[src/rtl/console_pkg.sv]
// Shared definitions for the memory-mapped console transmitter:
// UART FSM states, default bus addresses and status word layout.
package console_pkg;

    typedef enum logic [1:0] {
        ST_IDLE  = 2'd0,
        ST_START = 2'd1,
        ST_DATA  = 2'd2,
        ST_STOP  = 2'd3
    } tx_state_e;

    localparam logic [31:0] DEF_TX_ADDR     = 32'h0000_0400;
    localparam logic [31:0] DEF_STATUS_ADDR = 32'h0000_0404;

    localparam int STAT_FULL  = 0;
    localparam int STAT_EMPTY = 1;
    localparam int STAT_BUSY  = 2;
    localparam int STAT_OVF   = 3;

    function automatic logic [31:0] status_word(input logic ovf, input logic busy,
                                                input logic empty, input logic full);
        logic [31:0] w;
        w = 32'h0;
        w[STAT_OVF]   = ovf;
        w[STAT_BUSY]  = busy;
        w[STAT_EMPTY] = empty;
        w[STAT_FULL]  = full;
        return w;
    endfunction

endpackage

[src/rtl/sync_fifo.sv]
// First-word-fall-through synchronous FIFO; pushes while full and pops while
// empty are ignored, pointers wrap naturally because DEPTH is a power of two.
module sync_fifo #(
    parameter int WIDTH = 8,
    parameter int DEPTH = 16
) (
    input  logic                     CLK,
    input  logic                     reset,
    input  logic                     push,
    input  logic [WIDTH-1:0]         din,
    input  logic                     pop,
    output logic [WIDTH-1:0]         dout,
    output logic [$clog2(DEPTH):0]   count,
    output logic                     full,
    output logic                     empty
);
    localparam int PW = $clog2(DEPTH);

    logic [WIDTH-1:0] mem_q [DEPTH];
    logic [PW-1:0]    wr_ptr_q, rd_ptr_q;
    logic [PW:0]      count_q;
    logic             do_push, do_pop;

    assign do_push = push && !full;
    assign do_pop  = pop && !empty;

    always_ff @(posedge CLK or negedge reset) begin
        if (!reset) begin
            wr_ptr_q <= '0;
            rd_ptr_q <= '0;
            count_q  <= '0;
        end else begin
            if (do_push) wr_ptr_q <= wr_ptr_q + PW'(1);
            if (do_pop)  rd_ptr_q <= rd_ptr_q + PW'(1);
            case ({do_push, do_pop})
                2'b10:   count_q <= count_q + (PW+1)'(1);
                2'b01:   count_q <= count_q - (PW+1)'(1);
                default: count_q <= count_q;
            endcase
        end
    end

    // Storage carries no reset; validity is tracked by the pointers alone.
    always_ff @(posedge CLK) begin
        if (do_push) mem_q[wr_ptr_q] <= din;
    end

    assign dout  = mem_q[rd_ptr_q];
    assign count = count_q;
    assign full  = (count_q == (PW+1)'(DEPTH));
    assign empty = (count_q == '0);

endmodule

[src/rtl/mmio_console_tx.sv]
// Console transmitter on the data-memory bus: byte stores to TX_ADDR are queued
// and sent as 8N1 UART frames; a combinational status word is offered at STATUS_ADDR.
module mmio_console_tx
    import console_pkg::*;
#(
    parameter int          CLKS_PER_BIT = 868,
    parameter int          FIFO_DEPTH   = 16,
    parameter logic [31:0] TX_ADDR      = DEF_TX_ADDR,
    parameter logic [31:0] STATUS_ADDR  = DEF_STATUS_ADDR
) (
    input  logic        CLK,
    input  logic        reset,
    input  logic        MemWrite,
    input  logic [31:0] DataAdr,
    input  logic [31:0] WriteData,
    output logic        StatusHit,
    output logic [31:0] StatusData,
    output logic        tx
);
    localparam int BW = $clog2(CLKS_PER_BIT);
    localparam int CW = $clog2(FIFO_DEPTH) + 1;
    localparam logic [BW-1:0] BAUD_LAST = BW'(CLKS_PER_BIT - 1);

    tx_state_e   state_q;
    logic [BW-1:0] baud_q;
    logic [2:0]  bit_q;
    logic [7:0]  shift_q;
    logic        tx_q;
    logic        ovf_q, ovf_d;

    logic        push_req, clr_req, pop;
    logic        fifo_full, fifo_empty;
    logic [7:0]  fifo_dout;
    logic [CW-1:0] fifo_count;
    logic        baud_last;
    logic        unused_wdata;

    assign unused_wdata = ^WriteData[31:8];

    assign push_req  = MemWrite && (DataAdr == TX_ADDR);
    assign clr_req   = MemWrite && (DataAdr == STATUS_ADDR);
    assign baud_last = (baud_q == BAUD_LAST);
    assign pop       = !fifo_empty && ((state_q == ST_IDLE) ||
                                       (state_q == ST_STOP && baud_last));

    sync_fifo #(.WIDTH(8), .DEPTH(FIFO_DEPTH)) u_fifo (
        .CLK   (CLK),
        .reset (reset),
        .push  (push_req),
        .din   (WriteData[7:0]),
        .pop   (pop),
        .dout  (fifo_dout),
        .count (fifo_count),
        .full  (fifo_full),
        .empty (fifo_empty)
    );

    // A dropped store outranks a clear landing on the same edge.
    always_comb begin
        ovf_d = ovf_q;
        if (push_req && (fifo_count == CW'(FIFO_DEPTH))) ovf_d = 1'b1;
        else if (clr_req)                                ovf_d = 1'b0;
    end

    always_ff @(posedge CLK or negedge reset) begin
        if (!reset) ovf_q <= 1'b0;
        else        ovf_q <= ovf_d;
    end

    always_ff @(posedge CLK or negedge reset) begin
        if (!reset) begin
            state_q <= ST_IDLE;
            baud_q  <= '0;
            bit_q   <= '0;
            shift_q <= '0;
            tx_q    <= 1'b1;
        end else begin
            case (state_q)
                ST_IDLE: begin
                    tx_q   <= 1'b1;
                    baud_q <= '0;
                    if (pop) begin
                        shift_q <= fifo_dout;
                        state_q <= ST_START;
                        tx_q    <= 1'b0;
                    end
                end
                ST_START: begin
                    if (baud_last) begin
                        baud_q  <= '0;
                        bit_q   <= '0;
                        state_q <= ST_DATA;
                        tx_q    <= shift_q[0];
                    end else begin
                        baud_q <= baud_q + BW'(1);
                    end
                end
                ST_DATA: begin
                    if (baud_last) begin
                        baud_q <= '0;
                        if (bit_q == 3'd7) begin
                            state_q <= ST_STOP;
                            tx_q    <= 1'b1;
                        end else begin
                            bit_q   <= bit_q + 3'd1;
                            shift_q <= {1'b0, shift_q[7:1]};
                            tx_q    <= shift_q[1];
                        end
                    end else begin
                        baud_q <= baud_q + BW'(1);
                    end
                end
                ST_STOP: begin
                    if (baud_last) begin
                        baud_q <= '0;
                        if (pop) begin
                            shift_q <= fifo_dout;
                            state_q <= ST_START;
                            tx_q    <= 1'b0;
                        end else begin
                            state_q <= ST_IDLE;
                            tx_q    <= 1'b1;
                        end
                    end else begin
                        baud_q <= baud_q + BW'(1);
                    end
                end
                default: begin
                    state_q <= ST_IDLE;
                    tx_q    <= 1'b1;
                end
            endcase
        end
    end

    assign tx         = tx_q;
    assign StatusHit  = (DataAdr == STATUS_ADDR);
    assign StatusData = status_word(ovf_q, state_q != ST_IDLE, fifo_empty, fifo_full);

endmodule

[config.mk]
export PLATFORM = sky130hd
export DESIGN_NAME = mmio_console_tx
export DESIGN_NICKNAME = d
export VERILOG_FILES = /design/src/rtl/console_pkg.sv /design/src/rtl/sync_fifo.sv /design/src/rtl/mmio_console_tx.sv
export SDC_FILE = /design/constraint.sdc
export NUM_CORES = 1
export LEC_CHECK = 0
export ABC_AREA = 1
export CAP_MARGIN = 0
export CORE_ASPECT_RATIO = 1.2
export CORE_UTILIZATION = 40
export CTS_CLUSTER_DIAMETER = 60
export DETAILED_ROUTE_END_ITERATION = 7
export PLACE_DENSITY = 0.61
export SETUP_SLACK_MARGIN = 0.1
export SLEW_MARGIN = 10
export SYNTH_ARGS = -nofsm -noshare
export SYNTH_HDL_FRONTEND = slang
export SYNTH_HIERARCHICAL = 1
export SYNTH_SLANG_ARGS = --single-unit
[constraint.sdc]
create_clock -name CLK -period 2.4 [get_ports CLK]
set_clock_uncertainty 0.1 [all_clocks]
set_input_delay 0.48 -clock CLK [delete_from_list [all_inputs] [get_ports CLK]]
set_output_delay 0.48 -clock CLK [all_outputs]
set_load 0.02 [all_outputs]
==> flow_metrics.env <==
export IMPL_worst_slew_pin_slew_ns=0.708
export IMPL_cpMostUsedCell="nand2_1"
export IMPL_clkTransAtPathRegs_ns=0.06
export IMPL_die_area_sq_um=20700
export IMPL_route_detailed_drc=0
export IMPL_nFillCells=1860
export IMPL_ys_types=38
export IMPL_critPathCaptureType="flip-flop"
export IMPL_htree_levels=4
export IMPL_area_growth_pct=20.4
export IMPL_finalNetCount=1050
export IMPL_max_stage_delay_ns=0.40
export IMPL_yosysWarningCount=6
export IMPL_cp_slowest_cell="clkdlybuf4s50_1"
export IMPL_status="completed"
export IMPL_holdPathStages=2
export IMPL_max_freq_ghz=0.422
export IMPL_avgSynthCellArea_sq_um=9.27
export IMPL_vias=5612
export IMPL_initial_utilization=0.411
export IMPL_relSlewSlack=0.527
export IMPL_comb_power_share=0.029
export IMPL_hold_path_class="reg -> reg"
export IMPL_clockBufferDepth=2
export IMPL_cts_root_buffer="clkbuf_16"
export IMPL_seq_area_frac_synth=0.595
export IMPL_finalHoldViolCount=0
export IMPL_first_global_vias=5163
export IMPL_path_max_fanout=5
export IMPL_cts_buffers_inserted=17
export IMPL_clk_latency_ns=0.42
export IMPL_avgRoutedWirePerCell_um=13.9
export IMPL_dp_cells=1201
export IMPL_worstSetupStartpointType="primary input"
export IMPL_syn_area_sq_um=8050
export IMPL_crit_arrival_ns=2.58
export IMPL_ios=101
export IMPL_io_buffer_count=48
export IMPL_finalWorstSetupSlack_ns=0.0284
export IMPL_hpwl_mm=11.7
export IMPL_crit_start="DataAdr[4]"
export IMPL_first_pass_iters=4
export IMPL_final_setup_viol_count=0
export IMPL_r2r_slack_ns=0.09
export IMPL_regArea_sq_um=4800
export IMPL_die_width_um=132
export IMPL_die_h_um=157
export IMPL_maxSlewViolCount=0
export IMPL_async_flop_share=0.229
export IMPL_rsz0062_at_grt="yes"
export IMPL_yosys_most_used_dff="edfxtp_1"
export IMPL_diodes=0
export IMPL_vias_per_cell=4.53
export IMPL_finalCriticalPeriod_ns=2.37
export IMPL_timing_rr_start="baud_q[1]"
export IMPL_gp_congestion=0.812
export IMPL_synth_edff_count=128
export IMPL_netlist_instances=869
export IMPL_num_rows=56
export IMPL_track_usage=0.174
export IMPL_multi_input_area_sq_um=2740
export IMPL_wl_mm=17.3
export IMPL_drv_cap=0
export IMPL_p_sw_frac=0.216
export IMPL_clkSinkCount=166
export IMPL_grt_ovfl_total=0
export IMPL_antenna_found_initial=0
export IMPL_p_int_mw=4.63
export IMPL_drt_iter0_drc=249
export IMPL_max_vdd_ir_drop_v=0.000487
export IMPL_path_cells="clkdlybuf4s50_1, nor2_1, nand2_1, nor2_1, nand2_1, nor2_2, and3_1, nand2_2, ha_4, ha_4, or2_2, nand3_1, nand2_1, nand2_1, nand2_1"
export IMPL_cp_required_ns=2.61
export IMPL_p_per_area_nw_per_um2=608
export IMPL_final_instance_count_excl_fill=1240
export IMPL_critPathBufInv=1
export IMPL_cts_tree="yes"
export IMPL_ys_ff_latch=166
export IMPL_clockPowerShare=0.445
export IMPL_drive_gt1_frac=0.143
export IMPL_grt_max_degree=49
export IMPL_core_area_sq_um=19600
export IMPL_r2r_end="u_fifo/count[4]"
export IMPL_seq_power_share=0.525
export IMPL_p_sw_mw=1.27
export IMPL_criticalPathCategory="in -> reg"
export IMPL_pre_cts_ws_ns=-0.385
export IMPL_hold_end="ovf_q"
export IMPL_cpLargestDelayFamily="simple AND/OR/NAND/NOR gates"
export IMPL_grt_pass1_wl_mm=27.1
export IMPL_final_period_utilization=0.988
export IMPL_p_leak_nw=4.36
export IMPL_reg2regPathDepth=20
export IMPL_min_from="ovf_q"
export IMPL_ant_nets=0
[power by group through the flow]
stage                     logic [mW]  registers [mW]  clock network, mW
after floorplan               0.0810            3.16                  0
after detailed placement       0.175            3.16                  0
after CTS                      0.177            3.10               2.69
after global placement         0.171            3.16                  0
final                          0.173            3.10               2.63
after global routing           0.189            3.10               2.80
[stage by stage]
| step | setup TNS (ns) | area (sq um) | power, mW | util | hold slack, ns |
|---|---|---|---|---|---|
| 6_report | 0 | 9700 | 5.90 | 0.494 | 0.374 |
| 5_1_grt | -8.56 | 9700 | 6.08 | 0.494 | 0.390 |
| 4_1_cts | 0 | 9670 | 5.97 | 0.493 | 0.378 |
| 3_5_place_dp | -44.01 | 9060 | 3.33 | 0.462 | 0.354 |
| 3_3_place_gp | -44.90 | 9060 | 3.33 | 0.462 | 0.351 |
| 2_1_floorplan | 0 | 8220 | 3.24 | - | 0.0844 |
[tightest hold or removal path, stage by stage, from the launching register on]
cell and delay [ns]:
dfrtp_1 0.34, nand2_1 0.05, nand2_1 0.05
[cells by family (layout without fill, tap and decap cells)]
| group | count (synthesis) | in the layout | synth area share |
|---|---|---|---|
| xor gates and xnor gates | 12 | 12 | 0.0131 |
| buffers and inverters | 146 | 229 | 0.0873 |
| adders and majority gates | 17 | 17 | 0.0273 |
| DFF | 166 | 166 | 0.595 |
| and+or+nand+nor | 506 | 506 | 0.261 |
| other | 1 | 28 | 0.000466 |
| AOI/OAI and AO/OA | 21 | 21 | 0.0149 |
[how the worst max path moves through the flow]
stage / endpoint / slack (ns) / cells after the start
floorplan: u_fifo/count[4] / 0.09 / 20
global placement: u_fifo/count[4] / -0.37 / 17
detailed placement: u_fifo/count[4] / -0.38 / 17
CTS: StatusHit / 0.06 / 7
global route: u_fifo/count[4] / -0.12 / 15
finish: u_fifo/count[4] / 0.03 / 15
[synthesized netlist by cell type (all sizes together), types with 2 or more instances]
master	instances	area share
xnor2	3	0.0033
clkbuf	3	0.0014
nand3	70	0.045
a21oi	4	0.0025
nor3	4	0.0025
nand4	5	0.0039
dfrtp	37	0.11
xor2	9	0.0098
nor2	107	0.053
or2	2	0.0016
nand2	315	0.15
o21ai	15	0.011
inv	93	0.044
buf	50	0.042
ha	16	0.025
edfxtp	128	0.48
[layer usage]
metal  wire length (um)  GRT usage
met2               8880      0.303
met3                582     0.0300
met4                194     0.0526
met5                  0          0
met1               7600      0.221
[flip-flops by register name (all words and copies together), names as in the netlist]
signal and flops:
u_fifo/mem_q 128, baud_q 10, shift_q 8, u_fifo/count 5, u_fifo/rd_ptr_q 4, u_fifo/wr_ptr_q 4, bit_q 3, state_q 2
ovf_q 1, tx 1
[final cells by class]
class                   count  share of cell area
inverters                  93              0.0368
clock inverters            14              0.0141
multi-input cells         584               0.282
well taps                 261              0.0337
flip-flops and latches    166               0.495
clock buffers              18              0.0443
repair buffers            104              0.0942
[timing repair]
item                                    4_1_cts  5_1_grt
endpoints found under the setup margin       18      134
setup buffers                                 3        3
pin swaps                                     4        2
resized for setup                             9       10
hold endpoints to repair                     21        0
hold buffers                                  1        0
[cell usage in the layout, fill, tap and decap left out, types with 10 or more instances in the layout]
| cell | count |
|---|---|
| conb_1 | 28 |
| inv_1 | 78 |
| clkdlybuf4s50_1 | 43 |
| dfrtp_1 | 36 |
| nand3_1 | 68 |
| edfxtp_1 | 128 |
| nor2_1 | 98 |
| ha_1 | 10 |
| o21ai_0 | 11 |
| buf_4 | 54 |
| nand2_1 | 301 |
| inv_2 | 13 |
| clkbuf_16 | 17 |
No activity file was read; power rests on OpenSTA's default activity.
